===== src/rtl/fetch_sequencer_if.sv =====
// Fetch-side bundle between the fetch sequencer, the instruction memory and decode.
// The master modport is the sequencer; the slave modport is its environment.
interface fetch_sequencer_if;
    logic        start;
    logic [31:0] mem_addr;
    logic [31:0] mem_data;
    logic [31:0] instr;
    logic [31:0] instr_pc;
    logic        instr_valid;
    logic        instr_ready;
    logic        redirect_valid;
    logic [31:0] redirect_pc;
    logic        halted;
    logic        fault;
    logic [15:0] fetch_count;

    modport master (
        input  start, mem_data, instr_ready, redirect_valid, redirect_pc,
        output mem_addr, instr, instr_pc, instr_valid, halted, fault, fetch_count
    );

    modport slave (
        output start, mem_data, instr_ready, redirect_valid, redirect_pc,
        input  mem_addr, instr, instr_pc, instr_valid, halted, fault, fetch_count
    );
endinterface


===== src/rtl/fetch_sequencer.sv =====
// Instruction-fetch controller: owns the PC, reads a combinational word memory
// and registers each fetched word into a single valid/ready slot toward decode.
// Halt word and illegal fetch addresses park the sequencer until reset.
module fetch_sequencer #(
    parameter int unsigned DEPTH     = 16,
    parameter logic [31:0] RESET_PC  = 32'h0000_0000,
    parameter logic [31:0] HALT_WORD = 32'hFFFF_FFFF
) (
    input  logic               clk,
    input  logic               rst,
    fetch_sequencer_if.master  bus
);

    typedef enum logic [1:0] {
        S_IDLE  = 2'd0,
        S_RUN   = 2'd1,
        S_HALT  = 2'd2,
        S_FAULT = 2'd3
    } state_t;

    localparam logic [31:0] LAST_PC = DEPTH * 32'd4 - 32'd4;

    // Counter increment that sticks at all-ones instead of wrapping.
    function automatic logic [15:0] sat_inc(input logic [15:0] v);
        if (v == 16'hFFFF) begin
            sat_inc = v;
        end else begin
            sat_inc = v + 16'd1;
        end
    endfunction

    // A fetch address is legal only when word aligned and inside the memory.
    function automatic logic pc_illegal(input logic [31:0] pc);
        pc_illegal = (pc[1:0] != 2'b00) || (pc > LAST_PC);
    endfunction

    state_t      state_q,       state_d;
    logic [31:0] pc_q,          pc_d;
    logic [31:0] instr_q,       instr_d;
    logic [31:0] instr_pc_q,    instr_pc_d;
    logic        instr_valid_q, instr_valid_d;
    logic        halted_q,      halted_d;
    logic        fault_q,       fault_d;
    logic [15:0] fetch_count_q, fetch_count_d;
    logic        slot_free_s;

    // The output slot can take a new word when empty or being drained this cycle.
    assign slot_free_s = !instr_valid_q || bus.instr_ready;

    assign bus.mem_addr    = pc_q;
    assign bus.instr       = instr_q;
    assign bus.instr_pc    = instr_pc_q;
    assign bus.instr_valid = instr_valid_q;
    assign bus.halted      = halted_q;
    assign bus.fault       = fault_q;
    assign bus.fetch_count = fetch_count_q;

    // State register and datapath registers with synchronous reset.
    always_ff @(posedge clk) begin
        if (rst) begin
            state_q       <= S_IDLE;
            pc_q          <= RESET_PC;
            instr_q       <= 32'h0000_0000;
            instr_pc_q    <= 32'h0000_0000;
            instr_valid_q <= 1'b0;
            halted_q      <= 1'b0;
            fault_q       <= 1'b0;
            fetch_count_q <= 16'h0000;
        end else begin
            state_q       <= state_d;
            pc_q          <= pc_d;
            instr_q       <= instr_d;
            instr_pc_q    <= instr_pc_d;
            instr_valid_q <= instr_valid_d;
            halted_q      <= halted_d;
            fault_q       <= fault_d;
            fetch_count_q <= fetch_count_d;
        end
    end

    // Next state: redirect beats fetch; fetch only into a free slot; else hold.
    always_comb begin
        state_d       = state_q;
        pc_d          = pc_q;
        instr_d       = instr_q;
        instr_pc_d    = instr_pc_q;
        instr_valid_d = instr_valid_q;
        halted_d      = halted_q;
        fault_d       = fault_q;
        fetch_count_d = fetch_count_q;

        case (state_q)
            S_IDLE: begin
                // Start wins over a simultaneous redirect, which is simply ignored.
                if (bus.start) begin
                    state_d = S_RUN;
                end else begin
                    state_d = S_IDLE;
                end
            end
            S_RUN: begin
                if (bus.redirect_valid) begin
                    // Held word is discarded even if decode is accepting it.
                    pc_d          = bus.redirect_pc;
                    instr_valid_d = 1'b0;
                end else if (slot_free_s) begin
                    if (pc_illegal(pc_q)) begin
                        state_d       = S_FAULT;
                        fault_d       = 1'b1;
                        instr_valid_d = 1'b0;
                    end else if (bus.mem_data == HALT_WORD) begin
                        // PC stays on the halt word.
                        state_d       = S_HALT;
                        halted_d      = 1'b1;
                        instr_valid_d = 1'b0;
                    end else begin
                        instr_d       = bus.mem_data;
                        instr_pc_d    = pc_q;
                        instr_valid_d = 1'b1;
                        pc_d          = pc_q + 32'd4;
                        fetch_count_d = sat_inc(fetch_count_q);
                    end
                end else begin
                    // Decode stalled on a held word: everything stays put.
                    instr_valid_d = instr_valid_q;
                end
            end
            S_HALT, S_FAULT: begin
                instr_valid_d = 1'b0;
            end
            default: begin
                state_d       = S_IDLE;
                instr_valid_d = 1'b0;
            end
        endcase
    end

endmodule


===== src/flat_wrapper.sv =====
// flat-port wrapper written by rule: the top's interface ports become plain ports
module fetch_sequencer_flat 
#(
    parameter int unsigned DEPTH     = 16,
    parameter logic [31:0] RESET_PC  = 32'h0000_0000,
    parameter logic [31:0] HALT_WORD = 32'hFFFF_FFFF
)
  (clk, rst, bus_start, bus_mem_data, bus_instr_ready, bus_redirect_valid, bus_redirect_pc, bus_mem_addr, bus_instr, bus_instr_pc, bus_instr_valid, bus_halted, bus_fault, bus_fetch_count);
  fetch_sequencer_if bus_i ();
  input  logic clk;
  input  logic rst;
  input wire logic [$bits(bus_i.start)-1:0] bus_start;
  input wire logic [$bits(bus_i.mem_data)-1:0] bus_mem_data;
  input wire logic [$bits(bus_i.instr_ready)-1:0] bus_instr_ready;
  input wire logic [$bits(bus_i.redirect_valid)-1:0] bus_redirect_valid;
  input wire logic [$bits(bus_i.redirect_pc)-1:0] bus_redirect_pc;
  output wire logic [$bits(bus_i.mem_addr)-1:0] bus_mem_addr;
  output wire logic [$bits(bus_i.instr)-1:0] bus_instr;
  output wire logic [$bits(bus_i.instr_pc)-1:0] bus_instr_pc;
  output wire logic [$bits(bus_i.instr_valid)-1:0] bus_instr_valid;
  output wire logic [$bits(bus_i.halted)-1:0] bus_halted;
  output wire logic [$bits(bus_i.fault)-1:0] bus_fault;
  output wire logic [$bits(bus_i.fetch_count)-1:0] bus_fetch_count;
  assign bus_i.start = bus_start;
  assign bus_i.mem_data = bus_mem_data;
  assign bus_i.instr_ready = bus_instr_ready;
  assign bus_i.redirect_valid = bus_redirect_valid;
  assign bus_i.redirect_pc = bus_redirect_pc;
  assign bus_mem_addr = bus_i.mem_addr;
  assign bus_instr = bus_i.instr;
  assign bus_instr_pc = bus_i.instr_pc;
  assign bus_instr_valid = bus_i.instr_valid;
  assign bus_halted = bus_i.halted;
  assign bus_fault = bus_i.fault;
  assign bus_fetch_count = bus_i.fetch_count;
  fetch_sequencer #(.DEPTH(DEPTH), .RESET_PC(RESET_PC), .HALT_WORD(HALT_WORD)) u_core (.clk(clk), .rst(rst), .bus(bus_i));
endmodule

===== config.mk =====
export PLATFORM = sky130hd
export DESIGN_NAME = fetch_sequencer_flat
export DESIGN_NICKNAME = d
export VERILOG_FILES = /design/src/rtl/fetch_sequencer_if.sv /design/src/rtl/fetch_sequencer.sv /design/src/flat_wrapper.sv
export SDC_FILE = /design/constraint.sdc
export NUM_CORES = 1
export LEC_CHECK = 0
export ABC_AREA = 0
export CORE_MARGIN = 5
export CORE_UTILIZATION = 45
export CTS_BUF_LIST = sky130_fd_sc_hd__clkbuf_2 sky130_fd_sc_hd__clkbuf_4 sky130_fd_sc_hd__clkbuf_8
export CTS_CLUSTER_DIAMETER = 40
export DETAILED_ROUTE_END_ITERATION = 10
export PLACE_DENSITY = 0.81
export SLEW_MARGIN = 20
export SYNTH_ARGS = -nofsm -noshare
export SYNTH_HDL_FRONTEND = slang
export SYNTH_SLANG_ARGS = --single-unit

===== constraint.sdc =====
create_clock -name clk -period 2.9 [get_ports clk]
set_input_delay 0.58 -clock clk [delete_from_list [all_inputs] [get_ports clk]]
set_output_delay 0.58 -clock clk [all_outputs]
set_load 0.01 [all_outputs]

Word level (Yosys, flattened, before mapping)
Cells that the tools add are included.

Add/sub/neg operators: 2. Mux-type cells: 15. Order comparisons: 1. Multiply operators: 0. Bitwise gates (word level): 4. Divide/modulo/power cells: 0. Shift operators: 0. Reductions and logical operators: 16. Eq/ne operators: 11.

Operators with widths (number): $mux 32 (4); $add 32x3->32 const B (1); $eq 32x32->1 const B (1); $gt 32x6->1 const B (1); $add 16x1->16 const B (1); $eq 16x16->1 const B (1); $reduce_and 4->1 (3); $reduce_and 5->1 (2); $mux 2 (4); $reduce_bool 2->1 (4); $ne 2x2->1 const B (3); $reduce_and 6->1 (1); $mux 1 (5); $eq 2x2->1 const B (2); $not 1->1 (4); $pmux 2 s2 (1); $ne 3x1->1 const B (1); $ne 3x2->1 const B (1); $eq 2x1->1 const B (1); $logic_not 2->1 (1); $logic_or 1x1->1 (2); $ne 2x1->1 const B (1); $pmux 1 s2 (1); $reduce_and 2->1 (1); 2 further kinds (2).

Latch bits: 0. Flip-flop bits (word level): 117. Output and inout port bits: 115. Logic and storage cells: 57. Memories: 0. Input bits: 69. Bits in writable memories: 0. ROM bits: 0.

Depth between registers and ports, before layout
Gate-level depths: netlist of run 1.

Word-level depth: 6. Depth in mapped cells: 8. Depth with buffers taken out: 6.

Least setup slack after synthesis of run 1
Ideal clock, no wire load.

Path kind: input port to flip-flop. From: in bus_mem_data[22]. To: reg u_core.state_q[1]. Slack: 607 ps. Library setup time: 70 ps. Arrival: 2222 ps. Buffers on the path: 0. Cell stages on the path: 5. Data required time: 2830 ps. Cell sequence: nand4_1 -> nor4_1 -> a211oi_1 -> or4b_2 -> a21oi_1.

Cells in the longest elaborated chain, start to end: 3.

Ends and longest elaborated chain: start, declared (RTL line flat_wrapper.sv:13) `input wire logic [$bits(bus_i.mem_data)-1:0] bus_mem_data;`; $eq 32x32->1 (RTL line fetch_sequencer.sv:111) `end else if (bus.mem_data == HALT_WORD) begin`; $ne 3x1->1 (no source line); $reduce_and 4->1 (no source line); end signal, assigned (RTL line fetch_sequencer.sv:70) `state_q <= state_d;`; end, declared (RTL line fetch_sequencer.sv:37) `state_t state_q, state_d;`.

Every way passes these cells. A chain may end at the register's enable or synchronous reset.

Worst setup path in the final report of run 1
From: in bus_mem_data[22]. To: reg u_core.instr_q[16], in the netlist u_core.bus.instr[16].

Cells in the longest elaborated chain, start to end: 3.

Ends and longest elaborated chain: $eq 32x32->1 (RTL line fetch_sequencer.sv:111); $not 1->1 (no source line); $reduce_and 5->1 (no source line); end signal, assigned (RTL line fetch_sequencer.sv:72) `instr_q <= instr_d;`; end, declared (RTL line fetch_sequencer.sv:39) `logic [31:0] instr_q, instr_d;`.

Every way passes these cells.

==> impl.org, run 1 <==
** Clocking
- In this run, post-CTS repair resized a total of 0 instances.
- In this run, post-CTS hold repair placed 0 buffers.
- CTS tree :: done
- Source-to-sink clock delay at the later pin of the worst-skew pair :: 0.42 ns
- Buffers added to address setup during post-CTS repair amount to 0.
- The number of clock buffers added by TritonCTS is 17.
- CTS H-Tree Depth :: 4
- CTS saw 117 sinks.
- Clock-pin slew on the worst setup and hold paths :: 0.07 ns
- The longest clock path from root to sink contains 2 buffers.
- The tree is rooted in a clkbuf_8.

** Route
- Ratio of routed vias to standard cells :: 5.82
- Number of detailed-routing iterations run before antenna repair :: 5
- The detailed router finished its first iteration with 700 violations.
- The detail route stage leaves a number of antenna-violating nets equal to 0.
- Dividing the detail-routed wire length by the instance count gives 18.0 µm.
- For this run, design rule violations remaining after detail routing come to 0.
- The routed layout has 5428 vias.
- The routed design has 16700 µm of wire.

** Floorplan
- Measured along the x axis, the die boundary spans 116 µm.
- Die Ht :: 116 µm
- The floorplan has 38 rows.
- Number of ports placed on the die boundary :: 184
- In this run the standard cell core region covers 0.0109 mm².
- Die Footprint :: 0.0135 mm²
- The initial utilization of the core area, before any placement, comes to 0.464.

** Finish
- Across the whole layout, storage elements account for 0.00234 mm².
- Proportion of layout cells with a drive suffix above 1 :: 0.0972
- The number of antenna diodes in the final layout is 0.
- The finished cells cover 0.00753 mm².
- Relative to the synthesized area, the layout overhead comes to 48.4%.
- Post-layout util :: 0.689
- Number of nets in the layout :: 852
- The multi-input combinational cells in the finished layout cover a total of 0.00255 mm².
- Filler instances :: 891

** Yosys
- Counting flops and latches in the post-synthesis netlist gives 117.
- Portion of the post-synthesis area used by sequential elements :: 0.461
- The Yosys step of the flow raised 0 warnings.
- Most instantiated flip-flop cell in the synthesis netlist :: dfxtp_1
- EDFF count, synth :: 0
- Average cell area after synthesis :: 8.52 µm²
- Post-Syn Instances :: 596
- Combined area of all synthesized cells :: 0.00508 mm²
- Synth async-reset ratio :: 0
- Synth unique cells :: 47
- The number of nets in the synthesized netlist is 667.

** Placed design
- Routability-driven placement finished with a final weighted congestion of 0.913.
- Detailed placement ended at an HPWL of 12100 µm.
- Area of placed instances :: 0.00715 mm²
- Timing analysis after detailed placement gives a worst setup slack of -0.00669 ns.
- Buffers placed on the I/O ports in this run total 183.

** Worst setup path
- Endpoint of the worst-slack reg-to-reg timing path :: u_core.bus.fetch_count[3]$_SDFFE_PP0P_
- Reg-to-reg startpoint :: u_core.bus.mem_addr[7]$_SDFFE_PP0P_
- The worst setup path is of the input pin to flop kind.
- Data on the critical path arrives at its endpoint at 2.82 ns.
- STA classifies the critical path startpoint as an input pin.
- Reg2reg setup slack :: 0.41 ns
- Grouping stages by cell kind, the critical path spends the most delay in simple AND/OR/NAND/NOR gates.
- Critical Path Slowest Stage Cell :: or4_1
- The worst register-to-register path has a depth of 5.
- Critical path cell sequence :: clkdlybuf4s50_1 -> nand4_1 -> or4_1 -> nor2_2 -> buf_4 -> o21ai_0 -> a21oi_1
- Counting both buffers and inverters, the worst setup path holds a total of 2.
- Critical Path Sink Type :: flop
- Critical path data required time :: 3.22 ns
- Biggest cell delay along the critical path :: 0.62 ns
- Along the worst path, the maximum fanout reaches 27.

** Power
- Leakage dissipation :: 2.60 nW
- Worst VDD drop :: 0.378 mV
- Total power divided by cell area :: 495 mW/mm²

** STA
- Once routing completed, OpenROAD measured the worst setup slack at 0.400 ns.
- Worst relative slew slack :: 0.438
- The count of pins over their slew limit is 0.
- Count of final setup violators :: 0
- At the pin with the least slew margin, the transition time is 0.843 ns.
- The number of failing hold endpoints at the final stage was 0.
- Setup repair after global routing left no endpoint under its margin.
- Max frequency :: 0.400 GHz
- Worst slack on hold paths :: 0.463 ns
- Ratio of final minimum period to clock period :: 0.862
- Minimum clock period :: 2.50 ns
- Clock Skew :: 0.0153 ns

** Hold path
- The worst hold path terminates at u_core.bus.instr_pc[29]$_SDFFE_PP0P_.
- Worst hold-check path type :: flop to flop
- Counting instances, the worst hold path has a depth of 1.
- The worst hold path begins at u_core.bus.instr_pc[29]$_SDFFE_PP0P_.

** Global routing
- In the global route stage, overall resource usage came out at 0.246.
- Via count of the first global-routing pass :: 5366
- The first global-routing pass estimated 26400 µm of wire.
- The number of antenna violations at the first check in global routing was 0.
- Entering global routing, the biggest net connects 85 pins.
- After global routing the overflow that remains totals 0.

** Flow run
- Max-cap violations in this run came to 0.

** Run status
- The flow ran to the end, and the final reports show no timing, DRC or antenna violations.
==> report_power, final <==
group,internal [mW],switching [mW]
clock,0.827,0.630
combinational,0.280,0.281
sequential,1.66,0.0549
==> worst register-to-register path: cells and delay by family (launching register included) <==
| family | cells | cell delay (ns) |
|---|---|---|
| flip-flops | 1 | 0.38 |
| multiplexers | 1 | 0.31 |
| AND/OR/NAND/NOR | 4 | 1.68 |
==> flip-flops by register name, summed over array words and instances, names as in the netlist <==
register / cells
u_core.bus.fault: 1
u_core.bus.instr_valid: 1
u_core.bus.instr: 32
u_core.bus.instr_pc: 32
u_core.state_q: 2
u_core.bus.mem_addr: 32
u_core.bus.halted: 1
u_core.bus.fetch_count: 16
==> area by class of cell <==
type / instances / share of cell area
Clock inverter: 9 / 0.0138
Clock buffer: 21 / 0.0375
Sequential cell: 117 / 0.311
Multi-Input combinational cell: 428 / 0.338
Timing Repair Buffer: 210 / 0.273
Inverter: 7 / 0.00349
Tap cell: 140 / 0.0233
==> metrics by stage <==
step	power (mW)	setup TNS, ns	instances
floorplan	1.99	0	596
global placement	2.29	0	902
detailed placement	2.30	-0.00669	902
CTS	3.75	0	932
global route	3.87	0	932
finish	3.73	0	932
==> kinds of logic after synthesis <==
| kind of cell | after synthesis | share of synthesized area |
|---|---|---|
| simple gates | 248 | 0.272 |
| mux | 14 | 0.0311 |
| flops | 117 | 0.461 |
| buf+inv | 51 | 0.0385 |
| fa+ha+maj | 2 | 0.00493 |
| compound gates | 164 | 0.192 |
==> cell usage after synthesis, drive strengths merged, types with 4 or more instances <==
| cell | n | share of area |
|---|---|---|
| and3 | 6 | 0.0074 |
| nand4 | 19 | 0.023 |
| o211ai | 9 | 0.013 |
| and2 | 30 | 0.037 |
| nor2 | 26 | 0.019 |
| dfxtp | 117 | 0.46 |
| or4 | 4 | 0.0059 |
| a31oi | 5 | 0.0062 |
| o31ai | 4 | 0.0059 |
| buf | 6 | 0.0052 |
| nor4 | 15 | 0.024 |
| nor2b | 12 | 0.015 |
| nor3 | 19 | 0.019 |
| a21o | 6 | 0.0089 |
| nand3 | 66 | 0.065 |
| and4 | 6 | 0.010 |
| a21oi | 65 | 0.064 |
| nand2b | 5 | 0.0062 |
| nand2 | 28 | 0.021 |
| clkbuf | 38 | 0.028 |
| inv | 7 | 0.0052 |
| o21ai | 45 | 0.044 |
| a211oi | 12 | 0.018 |
| a22oi | 6 | 0.0089 |
| mux2 | 11 | 0.025 |
==> cell usage in the layout (no fill, tap or decap), drive strengths merged, types with 3 or more instances in the layout <==
cell           instances
o21ai                 45
a21oi                 65
dfxtp                117
mux2                  11
clkbuf                21
a2111oi                3
or4                    4
nand4                 19
inv                    7
buf                   28
nand3b                 3
a211oi                12
nor2b                 12
a21o                   6
and2                  30
a31oi                  5
o31ai                  4
mux2i                  3
nand2b                 5
o211ai                 9
clkdlybuf4s50        182
nor3                  19
a22oi                  6
nor2                  26
clkinv                 5
nand3                 66
nand2                 28
and4                   6
nor4                  15
and3                   6
==> how the worst max path moves through the flow <==
stage | slack (ns) | start | cells past startpoint | to
6_report | 0.40 | bus_mem_data[22] | 7 | u_core.bus.instr[16]$_SDFFE_PP0P_
5_1_grt | 0.30 | bus_mem_data[14] | 7 | u_core.bus.instr[16]$_SDFFE_PP0P_
4_1_cts | 0.42 | bus_mem_data[22] | 7 | u_core.bus.instr[16]$_SDFFE_PP0P_
3_5_place_dp | -0.007 | bus_mem_data[22] | 7 | u_core.bus.instr[16]$_SDFFE_PP0P_
3_3_place_gp | 0.09 | bus_mem_data[15] | 7 | u_core.bus.mem_addr[29]$_SDFFE_PP0P_
2_1_floorplan | 0.61 | bus_mem_data[22] | 5 | u_core.state_q[1]$_SDFFE_PP0P_
==> layer usage <==
metal	wire, µm	global-route usage	vias to the layer above
li1	-	-	2570
met5	0	0	-
met2	7860	0.395	276
met1	6770	0.302	2549
met3	1710	0.0886	33
met4	392	0.0951	0
No activity file was read; power rests on OpenSTA's default activity.
==> run 2: changes to the inputs <==
--- a/config.mk
+++ b/config.mk
@@ -12,6 +12,7 @@
 export CTS_CLUSTER_DIAMETER = 40
 export DETAILED_ROUTE_END_ITERATION = 10
 export PLACE_DENSITY = 0.81
+export SKIP_LAST_GASP = 1
 export SLEW_MARGIN = 20
 export SYNTH_ARGS = -nofsm -noshare
 export SYNTH_HDL_FRONTEND = slang
==> results of run 2 <==
Final layout, timing and power as in run 1 (identical DEF).
==> run 3: changes to the inputs <==
--- a/config.mk
+++ b/config.mk
@@ -6,12 +6,15 @@
 export NUM_CORES = 1
 export LEC_CHECK = 0
 export ABC_AREA = 0
+export CAP_MARGIN = 40
 export CORE_MARGIN = 5
 export CORE_UTILIZATION = 45
 export CTS_BUF_LIST = sky130_fd_sc_hd__clkbuf_2 sky130_fd_sc_hd__clkbuf_4 sky130_fd_sc_hd__clkbuf_8
 export CTS_CLUSTER_DIAMETER = 40
 export DETAILED_ROUTE_END_ITERATION = 10
+export GPL_TIMING_DRIVEN = 0
 export PLACE_DENSITY = 0.81
+export REMOVE_ABC_BUFFERS = 1
 export SKIP_LAST_GASP = 1
 export SLEW_MARGIN = 20
 export SYNTH_ARGS = -nofsm -noshare
==> run 3 against run 2 <==
  * Routed wire length is 3.0% lower
  * Core utilization hardly changed
  * Count of clock-buffer cells in the layout is 4 lower
  * Global-route usage is 1.4 points lower
  * Final cell count is 1.7% lower
  * Critical endpoint is now u_core.bus.mem_addr[15]$_SDFFE_PP0P_
  * Largest power group unchanged
  * Highest routed layer unchanged
==> impl.org, run 3 (synthesized netlist as in run 1, its figures left out) <==
** Run status
- Result of the run: finished clean (unchanged).

** Route
- Initial drt markers :: 566 (was 700)
- The top routing layer in use is met4 (unchanged).
- Length of routed wiring on met1 :: 6560 µm (was 6770 µm)
- The total number of vias was 5314 (was 5428).
- The sum of met3 wire segment lengths after detailed routing was 1390 µm (was 1710 µm).
- Drt drc :: 0 (unchanged)
- Number of nets still failing antenna checks after routing :: 0 (unchanged)
- The number of vias per cell after detailed routing is 5.80 (was 5.82).
- The average wire length per cell after detail routing is 17.7 µm (was 18.0 µm).
- Number of detailed-routing iterations run before antenna repair :: 5 (unchanged)
- The detailed-routed wire length on met2 is 7840 µm (was 7860 µm).
- Aggregate routed wire length :: 16200 µm (was 16700 µm)

** Clocking
- The number of buffers inserted during clock tree synthesis came to 17 (unchanged).
- Root Buffer :: clkbuf_8 (unchanged)
- The insertion delay to the later sink of the worst-skew pair was 0.44 ns (was 0.42 ns).
- CTS tree :: done (unchanged)
- Deepest clock path buffer count :: 2 (unchanged)
- The CTS sink count is 117 (unchanged).
- The CTS clock-pin slew for the worst setup and hold paths was 0.08 ns (was 0.07 ns).
- The number of hold-repair buffers added at the cts stage is 0 (unchanged).
- The number of H-tree levels is 4 (unchanged).

** Worst setup path
- Crit path capture :: u_core.bus.mem_addr[15]$_SDFFE_PP0P_ (was u_core.bus.instr[16]$_SDFFE_PP0P_)
- The origin of the worst setup path is bus_mem_data[22] (unchanged).
- Critical path data required time :: 3.24 ns (was 3.22 ns)
- The logic depth of the worst register-to-register path was 5 (unchanged).
- The category of the worst setup path capture point was a flop (unchanged).
- Biggest cell delay along the critical path :: 0.71 ns (was 0.62 ns)
- Critical Path Slowest Stage Cell :: or4_1 (unchanged)
- Worst Path Max Fanout :: 10 (was 27)
- The endpoint of the lowest-slack register-to-register path is u_core.bus.fetch_count[3]$_SDFFE_PP0P_ (unchanged).
- The worst-case register-to-register setup slack was 0.19 ns (was 0.41 ns).
- The type of the worst setup path is input pin to flop (unchanged).
- Endpoint arrival time on the critical path :: 3.13 ns (was 2.82 ns)
- Critical path cell sequence :: clkdlybuf4s50_1 -> nand4_1 -> or4_1 -> o2111ai_2 -> nand2_1 -> o211a_1 (was clkdlybuf4s50_1 -> nand4_1 -> or4_1 -> nor2_2 -> buf_4 -> o21ai_0 -> a21oi_1)
- The reg-to-reg startpoint is u_core.bus.mem_addr[0]$_SDFFE_PP0P_ (was u_core.bus.mem_addr[7]$_SDFFE_PP0P_).
- Kind of launch point of the worst setup path :: input pin (unchanged)

** STA
- The worst slack on hold paths is 0.459 ns (was 0.463 ns).
- Count of final setup violators :: 0 (unchanged)
- Worst slew pin tran :: 0.760 ns (was 0.843 ns)
- Minimum clock period :: 2.79 ns (was 2.50 ns)
- The maximum achievable frequency came to 0.359 GHz (was 0.400 GHz).
- The worst setup margin came to 0.113 ns (was 0.400 ns).
- Worst relative slew slack :: 0.494 (was 0.438)
- Setup repair after global routing missed its margin: false (unchanged).
- Total count of hold-check failures in the final report :: 0 (unchanged)
- The count of pins over their slew limit is 0 (unchanged).
- Ratio of final minimum period to clock period :: 0.961 (was 0.862)
- Clock Skew :: 0.0115 ns (was 0.0153 ns)

** Floorplan
- Die Footprint :: 0.0135 mm² (unchanged)
- Placement row count :: 38 (unchanged)
- Die W :: 116 µm (unchanged)
- Starting Density :: 0.464 (unchanged)
- The number of primary I/O pins came to 184 (unchanged).
- The area of the placeable core was 0.0109 mm² (unchanged).
- The chip height was 116 µm (unchanged).

** Placed design
- Routability congestion estimate from global placement :: 0.811 (was 0.913)
- The post-placement worst setup slack is -0.832 ns (was -0.00669 ns).
- Detail Placement HPWL :: 11300 µm (was 12100 µm)
- Number of cells in the design after placement :: 882 (was 902)
- The count of buffers inserted at the top-level ports is 183 (unchanged).
- The placement-stage cell area was 0.00705 mm² (was 0.00715 mm²).

** Finish
- The proportion of layout cells with a drive suffix above 1 came to 0.0889 (was 0.0972).
- Design area :: 0.00753 mm² (about the same)
- The area added between synthesis and finish is 48.3% (was 48.4%).
- Most frequent cells in the layout :: clkdlybuf4s50_1 (181), dfxtp_1 (117), nand3_1 (66) (was clkdlybuf4s50_1 (182), dfxtp_1 (117), nand3_1 (66))
- The most common cell after layout, fill and taps aside was clkdlybuf4s50_1 (unchanged).
- The number of antenna repair diodes was 0 (unchanged).
- The final instance count without filler cells is 916 (was 932).
- The number of nets in the layout came to 834 (was 852).

** Power
- Switch share :: 0.274 (was 0.259)
- The clock share of power came to 0.410 (was 0.391).
- Total power divided by cell area :: 507 mW/mm² (was 495 mW/mm²)
- The sum of internal, switching and leakage power came to 3.82 mW (was 3.73 mW).
- The net switching power is 1.04 mW (was 0.965 mW).
- The highest ir drop seen on vdd is 0.407 mV (was 0.378 mV).
- Internal Dissipation :: 2.77 mW (was 2.76 mW)
- The power share of the combinational group came to 0.143 (was 0.150).
- The standby leakage power is 2.56 nW (was 2.60 nW).
- Sequential cell fraction of total power :: 0.447 (was 0.459)

** Global routing
- The largest net degree at the start of global routing is 66 (was 85).
- Overflow after GRT :: 0 (unchanged)
- The aggregate global-route resource usage was 0.232 (was 0.246).
- The global-route wire length before repair was 24900 µm (was 26400 µm).
- Initial antenna violation count :: 0 (unchanged)
- Via count of the first global-routing pass :: 5012 (was 5366)

** Flow run
- The count of max-cap constraint violations was 0 (unchanged).

** Hold path
- Worst hold-check path type :: flop to flop (unchanged)
run 3: changes by cell type in the layout (fill, tap and decap cells not counted), sizes merged:
cell           delta
clkbuf            -3
clkinvlp          +3
bufinv            +1
clkdlybuf4s50     -1
buf              -18
clkinv            +2
run 3: routing by layer:
metal	GRT usage	vias to the layer above
met5	0	-
met4	0.110	0
met3	0.0741	34
met2	0.377	216
met1	0.280	2527
li1	-	2537
run 3: final cells by class:
cell class	count	area, µm²
well taps	140	175
clock inverters	15	183
fillers	886	3410
clock buffers	17	234
flip-flops and latches	117	2340
inverters	7	30.0
multi-input cells	428	2620
repair buffers	192	1950
run 3: worst min path at each step:
stage / from / end / slack (ns) / depth (start not counted)
floorplan: u_core.state_q[1]$_SDFFE_PP0P_ / u_core.state_q[1]$_SDFFE_PP0P_ / 0.47 / 2
global placement: u_core.bus.instr_pc[17]$_SDFFE_PP0P_ / u_core.bus.instr_pc[17]$_SDFFE_PP0P_ / 0.44 / 1
detailed placement: u_core.bus.instr_pc[18]$_SDFFE_PP0P_ / u_core.bus.instr_pc[18]$_SDFFE_PP0P_ / 0.44 / 1
CTS: u_core.bus.instr_pc[18]$_SDFFE_PP0P_ / u_core.bus.instr_pc[18]$_SDFFE_PP0P_ / 0.47 / 1
global route: u_core.bus.instr_pc[27]$_SDFFE_PP0P_ / u_core.bus.instr_pc[27]$_SDFFE_PP0P_ / 0.48 / 1
finish: u_core.bus.instr_pc[18]$_SDFFE_PP0P_ / u_core.bus.instr_pc[18]$_SDFFE_PP0P_ / 0.46 / 1
run 3: through the flow:
| step | utilization | setup TNS (ns) |
|---|---|---|
| final | 0.688 | 0 |
| after global routing | 0.688 | 0 |
| after CTS | 0.684 | 0 |
| after detailed placement | 0.645 | -39.94 |
| after global placement | 0.632 | -422.15 |
| after floorplan | - | -109.01 |
run 3: repair_timing:
| item | 4_1_cts | 5_1_grt |
|---|---|---|
| pin swaps | 0 | 1 |
| resized for setup | 3 | 4 |
| endpoints found under the setup margin | 34 | 46 |
| setup buffers | 0 | 0 |
run 3: worst max-delay path: cells and delay by family:
kind,cells,cell delay (ns)
AOI/OAI and AO/OA,2,0.82
and+or+nand+nor,3,1.22
buffers and inverters,1,0.50
run 3: power by group through the flow:
stage / registers [mW] / clock network (mW) / logic [mW]
6_report: 1.71 / 1.56 / 0.546
5_1_grt: 1.71 / 1.68 / 0.588
4_1_cts: 1.71 / 1.59 / 0.535
3_5_place_dp: 1.74 / 0 / 0.529
3_3_place_gp: 1.74 / 0 / 0.506
2_1_floorplan: 1.75 / 0 / 0.204
